===== src/rtl/i2c_slave_regfile.sv =====
// SCL-clocked I2C slave fronting a byte-wide register file.
// A write transfer sets a register pointer and then bursts writes; a read transfer bursts reads until the master NACKs.
module i2c_slave_regfile #(
  parameter int         ADDR_W   = 7,
  parameter int         NUM_REGS = 8,
  parameter int         PTR_W    = 3,
  parameter logic [7:0] RST_VAL  = 8'h00
) (
  input  logic                  SCL,
  input  logic                  RST,
  input  logic [ADDR_W-1:0]     slave_addr,
  input  logic                  start,
  input  logic                  stop,
  input  logic                  sda_in,
  output logic                  sda_oe,
  output logic [NUM_REGS*8-1:0] regs_out,
  output logic                  wr_strobe,
  output logic [PTR_W-1:0]      wr_idx,
  output logic                  addressed
);

  typedef enum logic [3:0] {
    IDLE,
    ADDR,
    ADDR_ACK,
    PTR,
    PTR_ACK,
    WDATA,
    WDATA_ACK,
    RDATA,
    RDATA_ACK
  } state_t;

  state_t                  state, state_nxt;
  logic [7:0]              shift, shift_nxt;
  logic [2:0]              bit_cnt, cnt_nxt;
  logic [PTR_W-1:0]        ptr, ptr_nxt;
  logic                    rw, rw_nxt;
  logic                    addressed_nxt;
  logic                    we;
  logic                    oe_nxt;
  logic [7:0]              in_byte;
  logic [7:0]              rd_byte;
  logic [NUM_REGS*8-1:0]   regs_q;

  assign in_byte  = {shift[6:0], sda_in};
  assign rd_byte  = regs_q[{ptr, 3'b000} +: 8];
  assign regs_out = regs_q;

  always_comb begin
    state_nxt     = state;
    shift_nxt     = shift;
    cnt_nxt       = bit_cnt;
    ptr_nxt       = ptr;
    rw_nxt        = rw;
    addressed_nxt = addressed;
    we            = 1'b0;

    if (start) begin
      state_nxt     = ADDR;
      shift_nxt     = {7'b0, sda_in};
      cnt_nxt       = 3'd1;
      addressed_nxt = 1'b0;
    end else if (stop) begin
      state_nxt = IDLE;
      cnt_nxt   = '0;
    end else begin
      case (state)
        ADDR: begin
          shift_nxt = in_byte;
          cnt_nxt   = bit_cnt + 3'd1;
          if (bit_cnt == 3'd7) begin
            if (in_byte[7:8-ADDR_W] == slave_addr) begin
              state_nxt     = ADDR_ACK;
              rw_nxt        = in_byte[0];
              addressed_nxt = 1'b1;
            end else begin
              state_nxt = IDLE;
            end
          end
        end
        ADDR_ACK: begin
          cnt_nxt = '0;
          if (rw) begin
            state_nxt = RDATA;
            shift_nxt = rd_byte;
          end else begin
            state_nxt = PTR;
          end
        end
        PTR: begin
          shift_nxt = in_byte;
          cnt_nxt   = bit_cnt + 3'd1;
          if (bit_cnt == 3'd7) begin
            ptr_nxt   = in_byte[PTR_W-1:0];
            state_nxt = PTR_ACK;
          end
        end
        PTR_ACK: begin
          cnt_nxt   = '0;
          state_nxt = WDATA;
        end
        WDATA: begin
          shift_nxt = in_byte;
          cnt_nxt   = bit_cnt + 3'd1;
          if (bit_cnt == 3'd7) begin
            we        = 1'b1;
            ptr_nxt   = ptr + PTR_W'(1);
            state_nxt = WDATA_ACK;
          end
        end
        WDATA_ACK: begin
          cnt_nxt   = '0;
          state_nxt = WDATA;
        end
        RDATA: begin
          // the bit on the wire is shift[7]; consume it on each rising edge
          shift_nxt = {shift[6:0], 1'b0};
          cnt_nxt   = bit_cnt + 3'd1;
          if (bit_cnt == 3'd7) begin
            ptr_nxt   = ptr + PTR_W'(1);
            state_nxt = RDATA_ACK;
          end
        end
        RDATA_ACK: begin
          cnt_nxt = '0;
          if (!sda_in) begin
            state_nxt = RDATA;
            shift_nxt = rd_byte;
          end else begin
            state_nxt = IDLE;
          end
        end
        default: begin
          state_nxt = IDLE;
        end
      endcase
    end

    if (state_nxt == IDLE) addressed_nxt = 1'b0;
  end

  always_ff @(posedge SCL or negedge RST) begin
    if (!RST) begin
      state     <= IDLE;
      shift     <= '0;
      bit_cnt   <= '0;
      ptr       <= '0;
      rw        <= 1'b0;
      addressed <= 1'b0;
      wr_strobe <= 1'b0;
      wr_idx    <= '0;
      regs_q    <= {NUM_REGS{RST_VAL}};
    end else begin
      state     <= state_nxt;
      shift     <= shift_nxt;
      bit_cnt   <= cnt_nxt;
      ptr       <= ptr_nxt;
      rw        <= rw_nxt;
      addressed <= addressed_nxt;
      wr_strobe <= we;
      if (we) begin
        wr_idx                    <= ptr;
        regs_q[{ptr, 3'b000} +: 8] <= in_byte;
      end
    end
  end

  always_comb begin
    oe_nxt = 1'b0;
    case (state)
      ADDR_ACK, PTR_ACK, WDATA_ACK: oe_nxt = 1'b1;
      RDATA:                        oe_nxt = ~shift[7];
      default:                      oe_nxt = 1'b0;
    endcase
  end

  // SDA only moves while SCL is low
  always_ff @(negedge SCL or negedge RST) begin
    if (!RST) sda_oe <= 1'b0;
    else      sda_oe <= oe_nxt;
  end

endmodule


===== config.mk =====
export PLATFORM = sky130hd
export DESIGN_NAME = i2c_slave_regfile
export DESIGN_NICKNAME = d
export VERILOG_FILES = /design/src/rtl/i2c_slave_regfile.sv
export SDC_FILE = /design/constraint.sdc
export NUM_CORES = 1
export LEC_CHECK = 0
export CORE_MARGIN = 5
export CORE_UTILIZATION = 50
export DETAILED_ROUTE_END_ITERATION = 12
export GPL_TIMING_DRIVEN = 0
export PLACE_DENSITY_LB_ADDON = 0.15
export SLEW_MARGIN = 20
export SYNTH_ARGS = -nofsm -noshare
export SYNTH_HDL_FRONTEND = slang
export SYNTH_SLANG_ARGS = --single-unit

===== constraint.sdc =====
create_clock -name SCL -period 2.83 [get_ports SCL]
set_input_delay 0.4245 -clock SCL [delete_from_list [all_inputs] [get_ports SCL]]
set_output_delay 0.4245 -clock SCL [all_outputs]
set_load 0.03 [all_outputs]

==> results.ini <==
[final_layout]
final_nets = 447
multi_input_area_um2 = 2110
nFillCells = 739
num_antenna_cells = 0
seqCellArea_um2 = 2230
drive_gt1_share_pct = 31.8
synthToLayoutAreaGrowth_pct = 26.2

[clock_tree]
numCtsBuffers = 9
clkTransAtPathRegs_ns = 0.09
cts_max_level = 3
cts_sinks = 89
ctsHoldBuffers = 0
cts_tree = done
clockBufferDepth = 2
cts-root-buf = clkbuf_8
clkLatencyLatePin_ns = 0.35

[worst_setup_path]
startpoint_type = flop
cp_max_fo = 1
cpLargestDelayFamily = flip-flops
crit_path_cell_trace = buf_2
worstSetupPathType = flop to primary output
ff2ff_path_depth = 3
critical_path.max_stage_delay_ns = 0.38
path_buf_inv = 1
worstPathArrival_ns = 2.32
crit_required_ns = 2.41
cp.depth = 1
slowest_stage = dfrtn_1
crit_path_end_kind = primary output

[logic_synthesis]
async_flop_share_pct = 100
syn_area_um2 = 4510
ys_ff_latch = 89
synth_edf_count = 0
yosysWarnings = 0
synth-seq-area-share_pct = 49.4
netlist_instances = 339
synth_fp_nets = 356
synth_area_per_cell_um2 = 13.3
synth_flop_cell = dfrtp_1
post_synth_num_cell_types = 52

[sta]
rsz0062_at_grt = no
fin_skew_ns = 0.0160
finalHoldViolations = 0
worst_pin_slew_ns = 0.597
drv_slew = 0
maxSlewHeadroom_pct = 60.1
finalSetupViolCount = 0
setup-tns-final_ns = 0

[place]
portBuffers = 79
finalWeightedCongestion = 0.865
dpl.hpwl_um = 8210

[drt]
vias_per_cell = 5.79
highest_layer = met4
drtAntennaViolNets = 0
drc = 0
wl_met3_um = 706
wl_met2_um = 5510
wl_met1_um = 4970
wl_um = 11300
firstDrtPassIters = 6
num_vias = 3138
first_iter_violations = 122
wl_per_cell_um = 20.9

[global_route]
grt_pass1_vias = 3459
grt_overflow = 0
antenna_found_initial = 0
grt_max_degree = 48
grtUsageTotal_pct = 21.2
grt_pass1_wl_um = 18400

[die]
rows = 34
fp.dieH_um = 105
coreArea_um2 = 8760
design.portCount = 82
start_util_pct = 51.5
die_area_um2 = 11000
die_x_um = 105

[run_status]
outcome = finished, final reports clean

[power]
power_uw = 2360
p_leak_uw = 0.00269
p_per_area_nw_per_um2 = 415
ir_drop_uv = 260

[flow_run]
max_cap_viol_count = 0

[hold_path]
hp-class = input pin to async pin

==> power breakdown <==
part	switching, uW	internal, uW	leakage [uW]
logic	74.9	46.9	0.00135
registers	8.46	1280	0.00123
clock network	456	497	0.000110
==> metrics by stage <==
| stage | hold slack (ns) | util (%) | instance area (um^2) | cells | setup WS (ns) |
|---|---|---|---|---|---|
| 2_1_floorplan | 0.129 | - | 4510 | 339 | 0.233 |
| 3_3_place_gp | 0.493 | 62.1 | 5440 | 526 | -3.16 |
| 3_5_place_dp | 0.458 | 62.3 | 5460 | 527 | -0.447 |
| 4_1_cts | 0.0657 | 64.7 | 5670 | 541 | 0.00936 |
| 5_1_grt | 0.0824 | 64.9 | 5690 | 542 | 0.0306 |
| 6_report | 0.0526 | 64.9 | 5690 | 542 | 0.0837 |
==> metal layers <==
layer	global-route usage (%)	vias up
met5	0	-
met4	5.57	0
met3	6.78	10
met2	34.5	83
met1	27.6	1626
li1	-	1419
==> kinds of logic (layout without fill, tap and decap cells) <==
family	count (synthesis)	count (layout)	share of synthesized area (%)
multiplexers	90	90	27.1
flip-flops	89	89	49.4
AND/OR/NAND/NOR	77	77	11.1
buffers and inverters	36	131	3.94
AO/OA/AOI/OAI	32	32	5.16
XOR/XNOR	10	10	1.94
adder cells (fa/ha/maj)	5	5	1.39
==> cells in the mapped netlist, types with 3 or more instances <==
cell type	instances	area share, %
a22oi_1	3	0.50
nand3_1	4	0.44
nor2_1	9	0.75
buf_2	4	0.44
buf_4	4	0.67
or2_2	3	0.42
dfrtp_1	88	49
buf_6	3	0.75
nand2_1	27	2.2
mux4_2	16	8.0
ha_1	5	1.4
o21ai_0	8	0.89
inv_1	11	0.92
nor3_1	6	0.67
mux2_4	8	2.7
xnor2_1	9	1.7
nand4_2	3	0.83
clkbuf_1	12	1.0
a222oi_1	7	1.6
a21oi_1	7	0.78
mux2_2	64	16
==> worst paths after layout <==
path	start	endpoint	slack (ns)
max	sda_oe	sda_oe	0.08
min	RST	bit_cnt[2]	0.05
max reg2reg	state[0]	sda_oe	0.20
min reg2reg	shift[7]	shift[7]	0.52
max in group asynchronous	RST	sda_oe	0.82
min in group SCL	start	bit_cnt[1]	0.29
==> layout by cell type (no fill, tap or decap), types with 3 or more instances in the layout <==
master,count
mux2_4,8
or2_2,3
clkbuf_8,9
clkdlybuf4s50_1,77
a22oi_1,3
dfrtp_1,88
buf_6,3
nand4_2,3
clkbuf_1,12
a21oi_1,7
mux2_2,64
buf_4,5
xnor2_1,9
mux4_2,16
nor3_1,6
ha_1,5
nand2_1,27
nor2_1,9
nand3_1,4
a222oi_1,7
buf_2,4
inv_1,11
o21ai_0,8
==> area by class of cell <==
type | instances | area share [%]
Buffer | 23 | 2.31
Sequential cell | 89 | 39.1
Clock buffer | 9 | 2.18
Timing Repair Buffer | 81 | 14.6
Clock inverter | 6 | 1.60
Multi-Input combinational cell | 214 | 37.0
Inverter | 12 | 0.791
Tap cell | 108 | 2.37
==> registers in the layout, summed over array words and instances, names as in the netlist <==
signal     flops
sda_oe         1
wr_strobe      1
addressed      1
bit_cnt        3
wr_idx         3
rw             1
state          4
shift          8
regs_out      64
ptr            3
==> timing repair <==
item / in CTS / in global routing
buffers inserted: 0 / 1
resized for setup: 5 / 1
endpoints found under the setup margin: 65 / 39
(Power assumes the default switching activity.)
